### config.mk
export PLATFORM = sky130hd
export DESIGN_NAME = nibble_serial_add_ctrl
export DESIGN_NICKNAME = d
export VERILOG_FILES = /design/src/rtl/nibble_serial_add_ctrl.sv
export SDC_FILE = /design/constraint.sdc
export NUM_CORES = 1
export LEC_CHECK = 0
export ABC_AREA = 1
export CAP_MARGIN = 40
export CORE_AREA = 3 3 73 75
export DETAILED_ROUTE_END_ITERATION = 6
export DIE_AREA = 0 0 76 78
export PLACE_DENSITY = 0.81
export SYNTH_ARGS = -nofsm -noshare
export SYNTH_HDL_FRONTEND = slang
export SYNTH_SLANG_ARGS = --single-unit
### constraint.sdc
create_clock -name clk -period 4.5 [get_ports clk]
set_input_delay 0.45 -clock clk [delete_from_list [all_inputs] [get_ports clk]]
set_output_delay 0.45 -clock clk [all_outputs]
set_load 0.005 [all_outputs]
### src/rtl/nibble_serial_add_ctrl.sv
// Serial WIDTH-bit adder: one shared 4-bit ripple slice, one nibble per clock, LSB nibble first.
// Optional subtract support is enabled by defining NIBBLE_ADD_SUB_EN.

module nibble_add_slice (
  input  logic [3:0] a_i,
  input  logic [3:0] b_i,
  input  logic       c_i,
  output logic [3:0] s_o,
  output logic       c3_o,
  output logic       co_o
);

  logic [4:0] c;

  always_comb begin
    c    = '0;
    s_o  = '0;
    c[0] = c_i;
    for (int unsigned i = 0; i < 4; i++) begin
      s_o[i]  = a_i[i] ^ b_i[i] ^ c[i];
      c[i+1]  = (a_i[i] & b_i[i]) | (c[i] & (a_i[i] ^ b_i[i]));
    end
  end

  assign c3_o = c[3];
  assign co_o = c[4];

endmodule

module nibble_serial_add_ctrl #(
  parameter int unsigned WIDTH = 16
) (
  input  logic             clk,
  input  logic             rst,
  input  logic             req_valid,
  output logic             req_ready,
  input  logic [WIDTH-1:0] op_a,
  input  logic [WIDTH-1:0] op_b,
  input  logic             cin,
`ifdef NIBBLE_ADD_SUB_EN
  input  logic             sub,
`endif
  output logic             res_valid,
  input  logic             res_ready,
  output logic [WIDTH-1:0] sum,
  output logic             cout,
  output logic             ovf
);

  localparam int unsigned N  = WIDTH / 4;
  localparam int unsigned IW = (N > 1) ? $clog2(N) : 1;
  localparam logic [IW-1:0] LAST = IW'(N - 1);

  typedef enum logic [1:0] {
    IDLE,
    RUN,
    DONE
  } state_t;

  state_t           state_q, state_d;
  logic [WIDTH-1:0] a_q, a_d;
  logic [WIDTH-1:0] b_q, b_d;
  logic             carry_q, carry_d;
  logic [IW-1:0]    idx_q, idx_d;
  logic [WIDTH-1:0] sum_q, sum_d;
  logic             cout_q, cout_d;
  logic             ovf_q, ovf_d;

  logic [3:0] nib_a, nib_b, nib_s;
  logic       nib_c3, nib_co;

  // Operand nibble select for the current step.
  always_comb begin
    nib_a = '0;
    nib_b = '0;
    for (int unsigned i = 0; i < N; i++) begin
      if (idx_q == IW'(i)) begin
        nib_a = a_q[4*i +: 4];
        nib_b = b_q[4*i +: 4];
      end
    end
  end

  nibble_add_slice u_slice (
    .a_i  (nib_a),
    .b_i  (nib_b),
    .c_i  (carry_q),
    .s_o  (nib_s),
    .c3_o (nib_c3),
    .co_o (nib_co)
  );

  always_comb begin
    state_d = state_q;
    a_d     = a_q;
    b_d     = b_q;
    carry_d = carry_q;
    idx_d   = idx_q;
    sum_d   = sum_q;
    cout_d  = cout_q;
    ovf_d   = ovf_q;

    unique case (state_q)
      IDLE: begin
        if (req_valid) begin
          a_d     = op_a;
`ifdef NIBBLE_ADD_SUB_EN
          // Subtract as A + ~B + 1; cin is ignored in that mode.
          b_d     = sub ? ~op_b : op_b;
          carry_d = sub ? 1'b1 : cin;
`else
          b_d     = op_b;
          carry_d = cin;
`endif
          idx_d   = '0;
          state_d = RUN;
        end
      end

      RUN: begin
        for (int unsigned i = 0; i < N; i++) begin
          if (idx_q == IW'(i)) begin
            sum_d[4*i +: 4] = nib_s;
          end
        end
        carry_d = nib_co;
        idx_d   = idx_q + 1'b1;
        if (idx_q == LAST) begin
          cout_d  = nib_co;
          ovf_d   = nib_c3 ^ nib_co;
          state_d = DONE;
        end
      end

      DONE: begin
        if (res_ready) begin
          state_d = IDLE;
        end
      end

      default: state_d = IDLE;
    endcase
  end

  always_ff @(posedge clk or posedge rst) begin
    if (rst) begin
      state_q <= IDLE;
      a_q     <= '0;
      b_q     <= '0;
      carry_q <= 1'b0;
      idx_q   <= '0;
      sum_q   <= '0;
      cout_q  <= 1'b0;
      ovf_q   <= 1'b0;
    end else begin
      state_q <= state_d;
      a_q     <= a_d;
      b_q     <= b_d;
      carry_q <= carry_d;
      idx_q   <= idx_d;
      sum_q   <= sum_d;
      cout_q  <= cout_d;
      ovf_q   <= ovf_d;
    end
  end

  assign req_ready = (state_q == IDLE);
  assign res_valid = (state_q == DONE);
  assign sum       = sum_q;
  assign cout      = cout_q;
  assign ovf       = ovf_q;

endmodule
== After elaboration in Yosys (flattened, before gate mapping) ==
Cells that the tools add are included.

* $add $sub $neg: 1
* Equality and inequality tests: 8
* Mux-type cells: 16
* Bitwise logic cells: 21
* Reduce and logical (&&, ||, !) cells: 10

{| class="wikitable"
|+ Operators with widths
! operator !! number
|-
| $mux W4 || 8
|-
| $reduce_and A2 Y1 || 6
|-
| $xor A1 B1 Y1 || 9
|-
| $and A1 B1 Y1 || 8
|-
| $mux W2 || 4
|-
| $eq A2 B2 Y1 const B || 3
|-
| $pmux W2 S3 || 1
|-
| $eq A2 B1 Y1 const B || 2
|-
| $logic_not A2 Y1 || 2
|-
| $ne A2 B2 Y1 const B || 2
|-
| $or A1 B1 Y1 || 4
|-
| $pmux W2 S2 || 1
|-
| $reduce_and A3 Y1 || 1
|-
| $add A2 B1 Y2 const B || 1
|-
| $ne A2 B1 Y1 const B || 1
|-
| $pmux W1 S2 || 1
|-
| $reduce_bool A2 Y1 || 1
|-
| $mux W1 || 1
|}

* Flip-flop bits (word level): 55
* Input port bits: 37
* Output and inout bits: 20
* Logic and storage cells: 67

== Depth between registers and ports, before layout ==
* Word-level depth: 15
* Gate-level depth with buffers: 13
* Mapped depth without buffers: 13

== By module ==
A second synthesis with hierarchy kept.

* Cells, all modules: 319
* Area, all modules: 2617.5 um^2

{| class="wikitable"
|+ Modules (own cells, without submodules)
! module !! instances !! cells an instance !! area an instance (um^2) !! seq. area each (um^2)
|-
| nibble_serial_add_ctrl || 1 || 307 || 2507.4 || 1376.3
|-
| nibble_add_slice || 1 || 12 || 110.1 || 0.0
|}

== Worst setup path after synthesis ==
OpenSTA, ideal clock, no wires.

* Kind: flip-flop to flip-flop
* From: register idx_q[0]
* To: register ovf_q, in the netlist ovf
* Data arrival time: 2.861 ns
* Required time: 4.374 ns
* Path slack: 1.512 ns
* Cell stages (with the launch flop): 14
* Path through: dfrtp_1 > inv_1 > ha_1 > buf_2 > a21oi_1 > nand2_1 > a21boi_0 > fa_1 > inv_1 > fa_1 > fa_1 > fa_1 > xnor2_1 > o21ai_0

* Longest elaborated chain between the ends: 15
* Elaborated cells on any way between the ends: 30
* Those cells by class: eq/ne (3); mux (8); bitwise (17); reduce/logical (2)

{| class="wikitable"
|+ RTL lines
! element !! RTL line !! RTL
|-
| from (decl) || 64 || <nowiki>logic [IW-1:0] idx_q, idx_d;</nowiki>
|-
| from (signal assigned) || 160 || <nowiki>idx_q <= idx_d;</nowiki>
|-
| $logic_not A2 Y1 || 77 || <nowiki>if (idx_q == IW'(i)) begin</nowiki>
|-
| $mux W4 (4 in a row) || 77 ||
|-
| $xor A1 B1 Y1 || 21 || <nowiki>c[i+1] = (a_i[i] & b_i[i]) | (c[i] & (a_i[i] ^ b_i[i]));</nowiki>
|-
| $and A1 B1 Y1 || 21 ||
|-
| $or A1 B1 Y1 || 21 ||
|-
| $and A1 B1 Y1 || 21 ||
|-
| $or A1 B1 Y1 || 21 ||
|-
| $and A1 B1 Y1 || 21 ||
|-
| $or A1 B1 Y1 || 21 ||
|-
| $and A1 B1 Y1 || 21 ||
|-
| $or A1 B1 Y1 * || 21 ||
|-
| via nib_co || 70 || <nowiki>logic nib_c3, nib_co;</nowiki>
|-
| $xor A1 B1 Y1 * || 130 || <nowiki>ovf_d = nib_c3 ^ nib_co;</nowiki>
|-
| to (signal assigned) || 163 || <nowiki>ovf_q <= ovf_d;</nowiki>
|-
| to (decl) || 67 || <nowiki>logic ovf_q, ovf_d;</nowiki>
|}

The timed path passes the listed nets; every way through them passes the cells marked *.
A chain may end at the register's enable or synchronous reset.

== Worst setup path after layout ==
* From: register idx_q[0]
* To: register sum_q[11], in the netlist sum[11]

* Longest elaborated chain between the ends: 13
* Elaborated cells on any way between the ends: 27
* Those cells by class: eq/ne (3); mux (8); bitwise (14); reduce/logical (2)

{| class="wikitable"
|+ RTL lines
! element !! RTL line !! RTL
|-
| $logic_not A2 Y1 || 77 ||
|-
| $mux W4 (4 in a row) || 77 ||
|-
| $xor A1 B1 Y1 || 21 ||
|-
| $and A1 B1 Y1 || 21 ||
|-
| $or A1 B1 Y1 || 21 ||
|-
| $and A1 B1 Y1 || 21 ||
|-
| $or A1 B1 Y1 || 21 ||
|-
| $and A1 B1 Y1 || 21 ||
|-
| $or A1 B1 Y1 || 21 ||
|-
| $xor A1 B1 Y1 * || 20 || <nowiki>s_o[i] = a_i[i] ^ b_i[i] ^ c[i];</nowiki>
|-
| via nib_s[3] || 69 || <nowiki>logic [3:0] nib_a, nib_b, nib_s;</nowiki>
|-
| to (signal assigned) || 161 || <nowiki>sum_q <= sum_d;</nowiki>
|-
| to (decl) || 65 || <nowiki>logic [WIDTH-1:0] sum_q, sum_d;</nowiki>
|}

Marked as above.

==> results.sh <==
export IMPL_worst_setup_path_end_kind="register"
export IMPL_yosysWarnings=0
export IMPL_setup_tns_ns=0
export IMPL_vias_per_cell=4.908
export IMPL_crit_fanout=12
export IMPL_finalCriticalPeriod_ns=3.550
export IMPL_cts_resized=0
export IMPL_start_util=0.5362
export IMPL_cts_root_buffer="clkbuf_8"
export IMPL_path_depth=13
export IMPL_netlist_area_um2=2532
export IMPL_die_y_um=78
export IMPL_grt_max_degree=39
export IMPL_place_area_um2=3115
export IMPL_cp_buffers_inverters=4
export IMPL_worst_path_max_delay_cell="fa_1"
export IMPL_overflow=0
export IMPL_relSlewSlack=0.5994
export IMPL_final_nets=400
export IMPL_cts_hold_repair_buffers=0
export IMPL_fin_area_um2=3233
export IMPL_cpPeakStageDelay_ns=0.51
export IMPL_area_growth_pct=27.67
export IMPL_ys_ff_latch=55
export IMPL_hold_class="in2async"
export IMPL_vias=2076
export IMPL_max_freq_mhz=281.7
export IMPL_setup_violations=0
export IMPL_die_area_um2=5928
export IMPL_period_share=0.7889
export IMPL_critPathTopFamily="adder cells"
export IMPL_post_drt_wl_per_cell_um=12.46
export IMPL_hold_violations=0
export IMPL_critPathKind="reg2reg"
export IMPL_skew_ns=0.009300
export IMPL_drive_above_1_share=0.04213
export IMPL_start_kind="register"
export IMPL_cts_tree="done"
export IMPL_required_ns=4.72
export IMPL_powerDensity_nw_per_um2=729.1
export IMPL_antenna_left=0
export IMPL_cts_sinks=55
export IMPL_worst_pin_slew_ns=0.6008
export IMPL_grt_usage=0.1875
export IMPL_fillCellCount=386
export IMPL_clk_pin_slew_ns=0.10
export IMPL_crit_chain="inv_1 > ha_1 > inv_1 > nor2_1 > nor2_1 > a21boi_0 > fa_1 > inv_1 > fa_1 > fa_1 > fa_1 > inv_1 > o21ai_0"
export IMPL_synth_distinct_cells=19
export IMPL_cts_htree_levels=2
export IMPL_cts_setup_buffers=0
export IMPL_diodes=0
export IMPL_status="completed"
export IMPL_drt_iter0_drc=135
export IMPL_place_congestion=0.9022
export IMPL_cts_made_buffers=5
export IMPL_port_buffers=56
export IMPL_clk_insertion_delay_late_ns=0.31
export IMPL_power_leakage_uw=0.001610
export IMPL_coreArea_um2=4723
export IMPL_synth_nets=347
export IMPL_die_w_um=76
export IMPL_grt_setup_unrepaired="false"
export IMPL_peakVddDrop_uv=307.4
export IMPL_drv_cap=0
export IMPL_syn_instance_count=302
export IMPL_finalWirelength_mm=5.272
export IMPL_antenna_found_initial=0
export IMPL_avgSynthCellArea_um2=8.386
export IMPL_ios=57
export IMPL_drv_slew=0
export IMPL_grt_pass1_vias=2033
export IMPL_grt_first_pass_wirelength_mm=9.018
export IMPL_cts_buffer_depth=2
export IMPL_crit_arrival_ns=3.77
export IMPL_worstRegToRegCells=13
export IMPL_drc_errors=0
export IMPL_dp_final_hpwl_mm=3.900
export IMPL_rows=25
export IMPL_dr_pass1_iters=4
export IMPL_ys_seq_area_frac=0.5435
[cell type report]
cell class,count,area [µm²],share of cell area
clock inverter,2,35.03,0.01084
sequential,55,1376,0.4257
clock buffer,6,82.58,0.02554
tap,67,83.83,0.02593
inverter,20,75.07,0.02322
multi-input combinational,215,984.7,0.3046
timing repair buffer,58,595.6,0.1842
[power by group]
part	internal (µW)	total, µW	leakage [µW]	switching, µW
clock	180	334	0.0000612	154
combinational	484	1160	0.000861	675
sequential	729	864	0.000687	136
total	1390	2360	0.00161	965
[synthesized netlist by cell type]
library cell	number	area share
nand3_1	7	0.014
buf_4	2	0.0059
buf_2	5	0.0099
a21boi_0	2	0.0059
nand2_1	145	0.21
fa_1	4	0.032
inv_2	2	0.0030
nand2_2	1	0.0025
nor2_1	11	0.016
o21ai_1	4	0.0079
buf_6	5	0.022
o21ai_0	21	0.042
dfrtp_1	55	0.54
a21oi_1	13	0.026
inv_1	18	0.027
nor2_2	1	0.0025
ha_1	4	0.020
o31ai_1	1	0.0030
xnor2_1	1	0.0035
[flip-flops by register name, summed over array words and instances (netlist names)]
name	flops
cout	1
ovf	1
state_q	2
b_q	16
sum	16
idx_q	2
carry_q	1
a_q	16
[metrics by stage]
step                hold slack, ns  utilization  instances  worst slack (ns)  power [µW]
floorplan                   0.4487            -        302             1.512        1634
global placement            0.4654       0.6522        413             1.195        1960
detailed placement          0.4675       0.6596        415             1.003        2025
CTS                         0.4914       0.6845        423            0.9719        2365
global route                0.5045       0.6845        423            0.6326        2571
finish                      0.4877       0.6845        423            0.9498        2357
[cell usage in the layout, fill, tap and decap left out]
cell type,Yosys,layout
nand2_1,145,145
clkdlybuf4s50_1,0,56
dfrtp_1,55,55
o21ai_0,21,21
inv_1,18,17
a21oi_1,13,13
nor2_1,11,11
nand3_1,7,7
clkbuf_8,0,6
o21ai_1,4,4
fa_1,4,4
ha_1,4,4
inv_2,2,3
a21boi_0,2,2
nor2_2,1,1
nand2_2,1,1
xnor2_1,1,1
o31ai_1,1,1
bufinv_16,0,1
clkinv_2,0,1
buf_8,0,1
buf_12,0,1
[path summary, 6_finish.rpt]
path                          start  slack, ns         end
max in group asynchronous       rst       3.46      a_q[4]
setup reg to reg           idx_q[0]       0.95     sum[11]
setup / recovery           idx_q[0]       0.95     sum[11]
min in group clk            a_q[15]       0.49     a_q[15]
hold / removal                  rst       0.49  state_q[0]
hold reg to reg             a_q[15]       0.49     a_q[15]
[layer usage]
layer / share of wire / GRT usage / vias up
met5: 0 / 0 / -
met2: 0.48 / 0.3316 / 77
li1: - / - / 1040
met4: 0.026 / 0.06341 / 0
met1: 0.43 / 0.2279 / 944
met3: 0.057 / 0.04176 / 15
[cells by family (layout without fill, tap and decap cells)]
kind of cell / after synthesis / after routing / synth area share
AND/OR/NAND/NOR: 165 / 165 / 0.2500
flip-flops: 55 / 55 / 0.5435
AO/OA/AOI/OAI: 41 / 41 / 0.08399
buffers and inverters: 32 / 86 / 0.06768
adder cells (fa/ha/maj): 8 / 8 / 0.05139
XOR/XNOR: 1 / 1 / 0.003459
Note: power is estimated with default switching activity, not from simulation.
